File: config.mk
export PLATFORM = sky130hd
export DESIGN_NAME = id_ex_reg
export DESIGN_NICKNAME = d
export VERILOG_FILES = /design/src/rtl/id_ex_reg_pkg.sv /design/src/rtl/id_ex_reg_pipe_field_reg.sv /design/src/rtl/id_ex_reg.sv
export SDC_FILE = /design/constraint.sdc
export NUM_CORES = 1
export LEC_CHECK = 0
export CORE_AREA = 10 10 211 213
export CTS_CLUSTER_DIAMETER = 200
export DETAILED_ROUTE_END_ITERATION = 16
export DIE_AREA = 0 0 221 223
export GPL_TIMING_DRIVEN = 0
export PLACE_DENSITY_LB_ADDON = 0.15
export SLEW_MARGIN = 30
export SYNTH_ARGS = -nofsm -noshare
export SYNTH_HDL_FRONTEND = slang
export SYNTH_SLANG_ARGS = --single-unit
File: constraint.sdc
create_clock -name clk -period 1.48 [get_ports clk]
set_clock_uncertainty 0.05 [all_clocks]
set_input_delay 0.296 -clock clk [delete_from_list [all_inputs] [get_ports clk]]
set_output_delay 0.296 -clock clk [all_outputs]
set_load 0.005 [all_outputs]
File: src/rtl/id_ex_reg_pkg.sv
// Shared definitions for the ID/EX pipeline register:
// ALUOp encodings, the control-word layout and the bubble control word.
package id_ex_reg_pkg;

  localparam int DATA_W = 64;
  localparam int REG_W  = 5;
  localparam int OPC_W  = 11;

  localparam logic [1:0] ALUOP_DTYPE  = 2'b00;
  localparam logic [1:0] ALUOP_BRANCH = 2'b01;
  localparam logic [1:0] ALUOP_RTYPE  = 2'b10;

  // Control word: everything that must be squashed to form a bubble.
  typedef struct packed {
    logic             valid;
    logic [OPC_W-1:0] opcode;
    logic [1:0]       alu_op;
    logic             alu_src;
    logic             mem_read;
    logic             mem_write;
    logic             mem_to_reg;
    logic             reg_write;
    logic             branch;
    logic             uncond_branch;
  } ctrl_t;

  localparam int CTRL_W = $bits(ctrl_t);

  localparam ctrl_t CTRL_BUBBLE = '{
    valid:         1'b0,
    opcode:        '0,
    alu_op:        ALUOP_DTYPE,
    alu_src:       1'b0,
    mem_read:      1'b0,
    mem_write:     1'b0,
    mem_to_reg:    1'b0,
    reg_write:     1'b0,
    branch:        1'b0,
    uncond_branch: 1'b0
  };

  // Datapath word: held (not cleared) when a bubble is inserted.
  typedef struct packed {
    logic [DATA_W-1:0] pc;
    logic [DATA_W-1:0] read_data1;
    logic [DATA_W-1:0] read_data2;
    logic [DATA_W-1:0] sign_ext_imm;
    logic [REG_W-1:0]  write_reg;
  } dp_t;

  localparam int DP_W  = $bits(dp_t);
  localparam int FWD_W = 2 * REG_W;

endpackage

File: src/rtl/id_ex_reg_pipe_field_reg.sv
// Generic pipeline field register: reset > clear-to-value > enable-load > hold.
module pipe_field_reg #(
  parameter int DATA_W = 8
) (
  input  logic              clk,
  input  logic              reset,
  input  logic              en,
  input  logic              clr,
  input  logic [DATA_W-1:0] clr_val,
  input  logic [DATA_W-1:0] d,
  output logic [DATA_W-1:0] q
);

  logic [DATA_W-1:0] r_q;

  // Field state: synchronous reset, then clear, then load, otherwise hold.
  always_ff @(posedge clk) begin
    if (reset)
      r_q <= '0;
    else if (clr)
      r_q <= clr_val;
    else if (en)
      r_q <= d;
  end

  assign q = r_q;

endmodule

File: src/rtl/id_ex_reg.sv
// ID/EX pipeline register with stall hold and flush/invalid bubble insertion.
// Optional macro ID_EX_FWD_EN adds registered rn/rm source-register fields
// for the forwarding unit.
module id_ex_reg
  import id_ex_reg_pkg::*;
(
  input  logic              clk,
  input  logic              reset,
  input  logic              stall,
  input  logic              flush,
  input  logic              id_valid,
  input  logic [DATA_W-1:0] id_pc,
  input  logic [DATA_W-1:0] id_read_data1,
  input  logic [DATA_W-1:0] id_read_data2,
  input  logic [DATA_W-1:0] id_sign_ext_imm,
  input  logic [OPC_W-1:0]  id_opcode,
  input  logic [1:0]        id_alu_op,
  input  logic [REG_W-1:0]  id_write_reg,
  input  logic              id_alu_src,
  input  logic              id_mem_read,
  input  logic              id_mem_write,
  input  logic              id_mem_to_reg,
  input  logic              id_reg_write,
  input  logic              id_branch,
  input  logic              id_uncond_branch,
  output logic              id_ready,
  output logic [DATA_W-1:0] ex_pc,
  output logic [DATA_W-1:0] ex_read_data1,
  output logic [DATA_W-1:0] ex_read_data2,
  output logic [DATA_W-1:0] ex_sign_ext_imm,
  output logic [OPC_W-1:0]  ex_opcode,
  output logic [1:0]        ex_alu_op,
  output logic [REG_W-1:0]  ex_write_reg,
  output logic              ex_alu_src,
  output logic              ex_mem_read,
  output logic              ex_mem_write,
  output logic              ex_mem_to_reg,
  output logic              ex_reg_write,
  output logic              ex_branch,
  output logic              ex_uncond_branch,
  output logic              ex_valid
`ifdef ID_EX_FWD_EN
  ,
  input  logic [REG_W-1:0]  id_rn,
  input  logic [REG_W-1:0]  id_rm,
  output logic [REG_W-1:0]  ex_rn,
  output logic [REG_W-1:0]  ex_rm
`endif
);

  ctrl_t w_ctrl_d;
  ctrl_t w_ctrl_q;
  dp_t   w_dp_d;
  dp_t   w_dp_q;
  logic  w_ctrl_en;
  logic  w_ctrl_clr;
  logic  w_dp_en;

  // Control word bubbles on flush (even under stall) or on a load of an
  // invalid slot; datapath fields only advance on a load of a real instruction.
  assign w_ctrl_en  = !stall;
  assign w_ctrl_clr = flush | (!stall & !id_valid);
  assign w_dp_en    = !stall & !flush & id_valid;
  assign id_ready   = !stall;

  assign w_ctrl_d = '{
    valid:         id_valid,
    opcode:        id_opcode,
    alu_op:        id_alu_op,
    alu_src:       id_alu_src,
    mem_read:      id_mem_read,
    mem_write:     id_mem_write,
    mem_to_reg:    id_mem_to_reg,
    reg_write:     id_reg_write,
    branch:        id_branch,
    uncond_branch: id_uncond_branch
  };

  assign w_dp_d = '{
    pc:           id_pc,
    read_data1:   id_read_data1,
    read_data2:   id_read_data2,
    sign_ext_imm: id_sign_ext_imm,
    write_reg:    id_write_reg
  };

  pipe_field_reg #(.DATA_W(CTRL_W)) u_ctrl_reg (
    .clk     (clk),
    .reset   (reset),
    .en      (w_ctrl_en),
    .clr     (w_ctrl_clr),
    .clr_val (CTRL_BUBBLE),
    .d       (w_ctrl_d),
    .q       (w_ctrl_q)
  );

  pipe_field_reg #(.DATA_W(DP_W)) u_dp_reg (
    .clk     (clk),
    .reset   (reset),
    .en      (w_dp_en),
    .clr     (1'b0),
    .clr_val ({DP_W{1'b0}}),
    .d       (w_dp_d),
    .q       (w_dp_q)
  );

`ifdef ID_EX_FWD_EN
  logic [FWD_W-1:0] w_fwd_q;

  pipe_field_reg #(.DATA_W(FWD_W)) u_fwd_reg (
    .clk     (clk),
    .reset   (reset),
    .en      (w_dp_en),
    .clr     (1'b0),
    .clr_val ({FWD_W{1'b0}}),
    .d       ({id_rn, id_rm}),
    .q       (w_fwd_q)
  );

  assign ex_rn = w_fwd_q[FWD_W-1:REG_W];
  assign ex_rm = w_fwd_q[REG_W-1:0];
`endif

  assign ex_valid         = w_ctrl_q.valid;
  assign ex_opcode        = w_ctrl_q.opcode;
  assign ex_alu_op        = w_ctrl_q.alu_op;
  assign ex_alu_src       = w_ctrl_q.alu_src;
  assign ex_mem_read      = w_ctrl_q.mem_read;
  assign ex_mem_write     = w_ctrl_q.mem_write;
  assign ex_mem_to_reg    = w_ctrl_q.mem_to_reg;
  assign ex_reg_write     = w_ctrl_q.reg_write;
  assign ex_branch        = w_ctrl_q.branch;
  assign ex_uncond_branch = w_ctrl_q.uncond_branch;

  assign ex_pc            = w_dp_q.pc;
  assign ex_read_data1    = w_dp_q.read_data1;
  assign ex_read_data2    = w_dp_q.read_data2;
  assign ex_sign_ext_imm  = w_dp_q.sign_ext_imm;
  assign ex_write_reg     = w_dp_q.write_reg;

endmodule

== Word level (Yosys, flattened, before mapping) ==
Cells that the tools add are included.
Storage, ports and cells
  register bits: 282
  latch bits: 0
  bits in writable memories: 0
  ROM bits: 0
  input bits: 286
  output and inout port bits: 283
  logic and storage cells: 10
  memories kept: 0
Operators by class
  $add $sub $neg: 0
  $mul: 0
  divide/modulo/power cells: 0
  magnitude comparators: 0
  eq/ne operators: 0
  shifts and indexed selects: 0
  mux-type cells: 0
  bitwise operators: 4
  reductions and logical operators: 4
Operator list (number)
  1-bit AND: 3
  1-bit logical NOT: 3
  2-bit OR reduction: 1
  1-bit bitwise OR: 1

== Logic depth before layout (Yosys ltp) ==
Gate-level depths: netlist of the first run.
  depth in word-level cells: 4
  mapped depth: 5
  gate-level depth less buffers: 2

== Modules after synthesis ==
Synthesis of the first run repeated with hierarchy kept, for this count alone.
Second synthesis, totals
  cell total of the unflattened synthesis: 1258
  area total of the unflattened synthesis: 13118.8 um2
Modules (own cells, without submodules)
  pipe_field_reg at u_dp_reg: times used 1, cells an instance 1160, area an instance 12094.1 um2, seq. area each 5225.0 um2
  pipe_field_reg at u_ctrl_reg: times used 1, cells an instance 94, area an instance 997.2 um2, seq. area each 420.4 um2
  id_ex_reg: times used 1, cells an instance 4, area an instance 27.5 um2, seq. area each 0.0 um2

== Least setup slack after synthesis of the first run ==
Ideal clock, no wire load.
  path kind: input -> register
  start point: input port reset
  end point: register u_ctrl_reg.r_q[10] (netlist: u_ctrl_reg.q[10])
  library setup time: 0.070 ns
  arrival: 1.163 ns
  data required time: 1.360 ns
  slack: 0.198 ns
  stages: 5
  path buffers: 3
  path through: buf_2 clkbuf_1 or2_2 buf_2 a21oi_1
Between the ends
  cells in the longest elaborated chain, start to end: 1
Ends and longest elaborated chain
  from (decl): RTL line id_ex_reg.sv:8  | input logic reset,
  2-bit OR reduction (no source line)
  to (signal assigned): RTL line id_ex_reg_pipe_field_reg.sv:21  | r_q <= clr_val;
  to (decl): RTL line id_ex_reg_pipe_field_reg.sv:14  | logic [DATA_W-1:0] r_q;
No other way between the ends.
A chain may end at the register's enable or synchronous reset.

== Worst setup path after layout of the first run ==
  start point: register u_dp_reg.r_q[233] (netlist: u_dp_reg.q[233])
  end point: output port ex_pc[36]
RTL lines
  from (decl): RTL line id_ex_reg_pipe_field_reg.sv:14
  from (signal assigned): RTL line id_ex_reg_pipe_field_reg.sv:21
  to (decl): RTL line id_ex_reg.sv:27  | output logic [DATA_W-1:0] ex_pc,
No word-level cell between the ends.

==> metrics.cfg, run 1 <==
[worst_setup_path]
crit_family = flip-flops
crit_type = register to primary output
r2r-start = u_dp_reg.q[209]$_SDFFE_PP0P_
crit_buf_inv = 1
worstPathCellList = clkdlybuf4s15_2
r2r-end = u_dp_reg.q[209]$_SDFFE_PP0P_
cp.depth = 1
worstSetupEndpointType = primary output
crit_path_top_delay_cell = dfxtp_1
cp.required_ns = 1.13
regToRegSetupSlack_ns = 0.80
crit_start = u_dp_reg.q[233]$_SDFFE_PP0P_
cp_max_fo = 2
rr_worst_depth = 2
worstSetupStartpointType = register
critPathMaxStageDelay_ns = 0.34
cp-endpoint = ex_pc[36]
crit_arrival_ns = 1.09

[timing]
fmax_mhz = 694.4
setup_viol = 0
period_minus_slack_ns = 1.440
timing.hold.ws_ns = 0.08210
post-route-period-util_pct = 97.30
rsz0062_at_grt = no
finalSetupTns_ns = 0
slew_viol_final = 0
maxSlewHeadroom_pct = 68.15
tightest_slew_ns = 0.4778
timing_hold_violations_final = 0

[synth]
yosysTopAreaCell = dfxtp_1
synthesis.area_mm2 = 0.01244
yosysMostFrequentCell = nand2b_1
async_reset_ff_share_pct = 0
ys_warn_count = 0
synth.avg_cell_area_um2 = 10.16
netlist_top_cells_area = dfxtp_1, nand2b_1, mux2i_1
yosysTopAreaCellShare_pct = 45.36
syn_inst = 1225
synth_nets = 1511
synth_edf_count = 0
seq_area_frac_synth_pct = 45.36
synth_common_cells = nand2b_1, dfxtp_1, mux2i_1, clkbuf_1
synth_cell_types = 15
synth_ff_type = dfxtp_1
yosys_register_bits = 282

[routing]
wl_per_cell_um = 20.60
routed_wirelength_um = 49330
wl_met2_um = 24690
met1_length_um = 18740
wl_met3_um = 4866
vias = 10490
ant_nets = 0
viasPerCell = 4.381
drt_iter0_markers = 371
drtPass1Iterations = 4
routed.top_layer = met5
drc = 0

[clock_tree]
numClockSinks = 282
cts_tree = built
htree_levels = 2
cts_buffer_depth = 3
hold_buffers = 0
clkLatencyLatePin_ns = 0.52
cts_setup_buffers = 0
path_clk_slew_ns = 0.06
cts_buffers = 34
cts_root_buf = clkbuf_16

[floorplan]
die_w_um = 221
dieHeight_um = 223
core_area_mm2 = 0.04037
die-area_mm2 = 0.04928
core.rowCount = 74
start_util_pct = 30.83
ios = 569

[layout]
final_util_pct = 48.83
syn_to_final_growth_pct = 58.42
nNetsFinal = 2117
fillers = 3880
multiInputGateArea_mm2 = 0.006254
drive_gt1_share_pct = 18.98
seqCellArea_mm2 = 0.005700

[grt]
track_usage_pct = 19.01
grt-ovfl-total = 0
grt_pass1_vias = 10900
grt_pass1_wl_um = 72240
antenna_found_initial = 11
grt_max_degree = 13

[pwr]
powerDensity_mw_per_mm2 = 981.5
peakVddDrop_v = 0.0007221
p_leak_nw = 7.504
power_w = 0.01935

[placed_design]
io_buffers = 567
gp_congestion = 0.8179
place_hpwl_um = 39010

[hold_path]
hp-class = primary input to register

[status]
status = completed

[flow_run]
max_cap_viol_count = 0

[logic make-up (layout without fill, tap and decap cells)]
logic type / after synthesis / after routing / share of synthesized area [%]
simple gates: 565 / 565 / 28.19
buf+inv: 96 / 726 / 4.565
compound gates: 20 / 20 / 0.8044
flops: 282 / 282 / 45.36
other cells: 0 / 7 / 0
mux: 262 / 262 / 21.07
[worst min-delay path: stages]
cell and delay [ns]:
dlymetal6s2s_1 0.16, nand3b_1 0.10, a21oi_1 0.06
[power by group]
part,leakage (nW),switching [W],internal (W)
Combinational,4.60,0.000935,0.00154
Sequential,2.31,0.000138,0.00786
Clock,0.593,0.00332,0.00556
Total,7.50,0.00440,0.0150
[through the flow]
stage / setup WS, ns / std cells / cell area (µm²)
6_report: 0.03999 / 2394 / 19710
3_5_place_dp: -0.7310 / 2324 / 18790
5_1_grt: 0.0002637 / 2393 / 19710
2_1_floorplan: 0.1977 / 1225 / 12440
4_1_cts: -0.2145 / 2384 / 19730
3_3_place_gp: -0.7178 / 2324 / 18790
[flip-flops by register name (all words and copies together), names as in the netlist]
name          count
u_ctrl_reg.q     21
u_dp_reg.q      261
[what timing repair did]
| action | in CTS | in global routing |
|---|---|---|
| setup endpoints to repair | 495 | 335 |
| pin swaps | 0 | 1 |
| resized for setup | 847 | 114 |
| cloned | 0 | 3 |
[worst min path at each step]
stage | from | end | slack [ns] | depth (start not counted)
floorplan | u_ctrl_reg.q[12]$_SDFFE_PP0N_ | u_ctrl_reg.q[12]$_SDFFE_PP0N_ | 0.39 | 2
global placement | u_ctrl_reg.q[12]$_SDFFE_PP0N_ | u_ctrl_reg.q[12]$_SDFFE_PP0N_ | 0.39 | 2
detailed placement | u_ctrl_reg.q[15]$_SDFFE_PP0N_ | u_ctrl_reg.q[15]$_SDFFE_PP0N_ | 0.40 | 2
CTS | id_pc[6] | u_dp_reg.q[203]$_SDFFE_PP0P_ | 0.24 | 3
global route | id_valid | u_ctrl_reg.q[12]$_SDFFE_PP0N_ | 0.10 | 3
finish | id_valid | u_ctrl_reg.q[12]$_SDFFE_PP0N_ | 0.08 | 3
[placed cells by master (no fill, tap or decap), types with 36 or more instances in the layout]
cell type | netlist | layout
nand2b_1 | 522 | 522
clkdlybuf4s50_1 | 0 | 281
mux2i_1 | 262 | 259
dfxtp_1 | 282 | 238
buf_2 | 10 | 100
clkdlybuf4s15_2 | 0 | 81
clkdlybuf4s15_1 | 0 | 73
clkbuf_1 | 63 | 63
dfxtp_2 | 0 | 44
clkbuf_16 | 0 | 39
clkbuf_2 | 0 | 36
[layout make-up]
| class | instances | share of cell area (%) |
|---|---|---|
| antenna | 7 | 0.08886 |
| tap | 532 | 3.376 |
| clock inverter | 7 | 0.5585 |
| sequential | 282 | 28.92 |
| timing repair buffer | 570 | 26.38 |
| multi-input combinational | 847 | 31.72 |
| inverter | 1 | 0.01904 |
| clock buffer | 53 | 5.509 |
| buffer | 95 | 3.427 |
[per-layer routing]
layer	track usage (%)	vias to the layer above
li1	-	5167
met1	20.23	4891
met2	32.57	363
met3	8.826	59
met4	6.518	8
met5	0	-
(Power assumes the default switching activity.)
==> run 2, diff against run 1 <==
--- a/config.mk
+++ b/config.mk
@@ -5,10 +5,11 @@
 export SDC_FILE = /design/constraint.sdc
 export NUM_CORES = 1
 export LEC_CHECK = 0
-export CORE_AREA = 10 10 211 213
+export ABC_AREA = 1
+export CORE_AREA = 10 10 216 218
 export CTS_CLUSTER_DIAMETER = 200
 export DETAILED_ROUTE_END_ITERATION = 16
-export DIE_AREA = 0 0 221 223
+export DIE_AREA = 0 0 226 228
 export GPL_TIMING_DRIVEN = 0
 export PLACE_DENSITY_LB_ADDON = 0.15
 export SLEW_MARGIN = 30
==> run 2 against run 1 <==
Net effect:
- via count rose by 28%
- cell count rose by 25%
- sequential share of layout area rose by 0.35 points
- wire length rose by 10%
- fmax fell by 0.87%
- flip-flop and latch count did not move
- count of clock-buffer cells in the layout rose by 1
- worst setup slack got worse by 0.013 ns
- critical path type unchanged
- largest power group unchanged
==> metrics.cfg, run 2 <==
[clock_tree]
path_clk_slew_ns = 0.06
hold_buffers = 0
htree_levels = 2
cts_buffers = 36
cts_tree = built
cts_buffer_depth = 3
clkLatencyLatePin_ns = 0.53
cts_root_buf = clkbuf_16
numClockSinks = 282

[floorplan]
die-area_mm2 = 0.05153
dieHeight_um = 228
core.rowCount = 76
ios = 569
core_area_mm2 = 0.04251
start_util_pct = 29.28
die_w_um = 226

[worst_setup_path]
worstPathCellList = clkdlybuf4s15_2
crit_buf_inv = 1
crit_family = flip-flops
worstSetupEndpointType = primary output
crit_type = register to primary output
crit_path_top_delay_cell = dfxtp_1
cp.required_ns = 1.13
critPathMaxStageDelay_ns = 0.35
cp_max_fo = 2
crit_arrival_ns = 1.11
worstSetupStartpointType = register

[synth]
synth_cell_types = 14
synth_common_cells = nand2_1, dfxtp_1, a21oi_1, nor2_1, inv_1
async_reset_ff_share_pct = 0
synth.avg_cell_area_um2 = 6.898
synth_edf_count = 0
yosysTopAreaCell = dfxtp_1
syn_inst = 1804
synthesis.area_mm2 = 0.01244
synth_nets = 2090
yosysTopAreaCellShare_pct = 45.36
netlist_top_cells_area = dfxtp_1, a21oi_1, nand3_1
ys_warn_count = 0
yosys_register_bits = 282
synth_ff_type = dfxtp_1
yosysMostFrequentCell = nand2_1
seq_area_frac_synth_pct = 45.36

[routing]
ant_nets = 0
drtPass1Iterations = 5
vias = 13470
routed_wirelength_um = 54270
wl_per_cell_um = 18.19
drc = 0
viasPerCell = 4.513
drt_iter0_markers = 614

[timing]
setup_viol = 0
post-route-period-util_pct = 98.15
slew_viol_final = 0
period_minus_slack_ns = 1.453
rsz0062_at_grt = yes
tightest_slew_ns = 0.8206
timing_hold_violations_final = 0
fmax_mhz = 688.4
maxSlewHeadroom_pct = 45.29

[layout]
drive_gt1_share_pct = 18.75
instances_no_fill = 2984
fillers = 4458
largest_register_ffs = 261
final_cell_mix = nand2_1, clkdlybuf4s50_1, a21oi_1
final_common_cell = nand2_1
syn_to_final_growth_pct = 57.05
nNetsFinal = 2696
final_util_pct = 45.98
final_area_mm2 = 0.01954

[placed_design]
gp_congestion = 0.8936
io_buffers = 566
dp_cells = 2916
placed_cell_area_mm2 = 0.01879
place_hpwl_um = 42370

[grt]
grt_pass1_vias = 13330
grt_pass1_wl_um = 81190
antenna_found_initial = 12
grt_max_degree = 20
track_usage_pct = 20.27
grt-ovfl-total = 0

[pwr]
p_leak_nw = 9.321
powerDensity_mw_per_mm2 = 1027
peakVddDrop_v = 0.0007345

[hold_path]
hp-class = primary input to register

[status]
status = completed

[flow_run]
max_cap_viol_count = 0

## run 2: cell types whose count changed in the layout (fill, tap and decap cells not counted), sizes merged, moves of 261 or more
cell	before	now
a21oi	20	281
mux2i	262	0
nand3	0	261
nand2	20	301
inv	1	264
nand2b	522	0
nor2	1	265
## run 2: worst register-to-register path, delay by kind of cell, from the launching register on
kind	cells	cell delay [ns]
and+or+nand+nor	1	0.06
DFF	1	0.33
buffers and inverters	1	0.13
AOI/OAI and AO/OA	1	0.10
## run 2: cells by family after synthesis
logic type | share of synthesized area, %
flip-flops | 45.36
AO/OA/AOI/OAI | 11.34
AND/OR/NAND/NOR | 27.70
buffers and inverters | 15.59
## run 2: final timing paths
check | startpoint | endpoint | slack, ns | cells after the start
worst max-delay path | u_ctrl_reg.q[20]$_SDFFE_PP0N_ | ex_valid | 0.03 | 1
worst min-delay path | stall | u_ctrl_reg.q[13]$_SDFFE_PP0N_ | 0.13 | 4
worst max register to register | u_dp_reg.q[209]$_SDFFE_PP0P_ | u_dp_reg.q[209]$_SDFFE_PP0P_ | 0.71 | 3
worst min register to register | u_ctrl_reg.q[15]$_SDFFE_PP0N_ | u_ctrl_reg.q[15]$_SDFFE_PP0N_ | 0.42 | 2
## run 2: final cells by class
type                            instances  area (µm²)  share of cell area (%)
Antenna cell                            6       15.01                 0.07682
Buffer                                149       989.7                   5.064
Clock buffer                           54        1090                   5.576
Clock inverter                          6       58.81                  0.3009
Inverter                              263       987.2                   5.051
Multi-Input combinational cell       1109        4858                   24.86
Sequential cell                       282        5720                   29.27
Tap cell                              546       683.2                   3.496
Timing Repair Buffer                  569        5141                   26.31
## run 2: repair_timing
action	CTS	global route
resized for setup	858	92
pin swaps	0	1
buffers inserted	1	2
setup endpoints to repair	472	190
## run 2: where the power goes
| group | leakage, nW | total [W] | switching [W] | internal, W |
|---|---|---|---|---|
| registers | 2.33 | 0.00820 | 0.000209 | 0.00799 |
| clock network | 0.570 | 0.00861 | 0.00338 | 0.00523 |
| logic | 6.42 | 0.00326 | 0.00158 | 0.00167 |
## run 2: layer usage
layer / wire length [µm] / vias up / global-route usage (%)
met5: 89 / - / 0
met4: 1662 / 14 / 7.980
met1: 20990 / 6074 / 21.97
li1: - / 6824 / -
met2: 26350 / 463 / 34.67
met3: 5177 / 92 / 7.993
## run 2: per-stage QoR
| stage | worst slack [ns] | hold slack, ns | power (W) | setup TNS [ns] |
|---|---|---|---|---|
| 3_5_place_dp | -0.9934 | 0.4058 | 0.01185 | -174.91 |
| 3_3_place_gp | -0.9734 | 0.3988 | 0.01183 | -170.47 |
| 4_1_cts | 0.00004841 | 0.09970 | 0.02038 | 0 |
| 5_1_grt | -0.004193 | 0.1474 | 0.02101 | -0.008139 |
| 2_1_floorplan | 0.2426 | 0.3893 | 0.009771 | 0 |
| 6_report | 0.02737 | 0.1286 | 0.02007 | 0 |
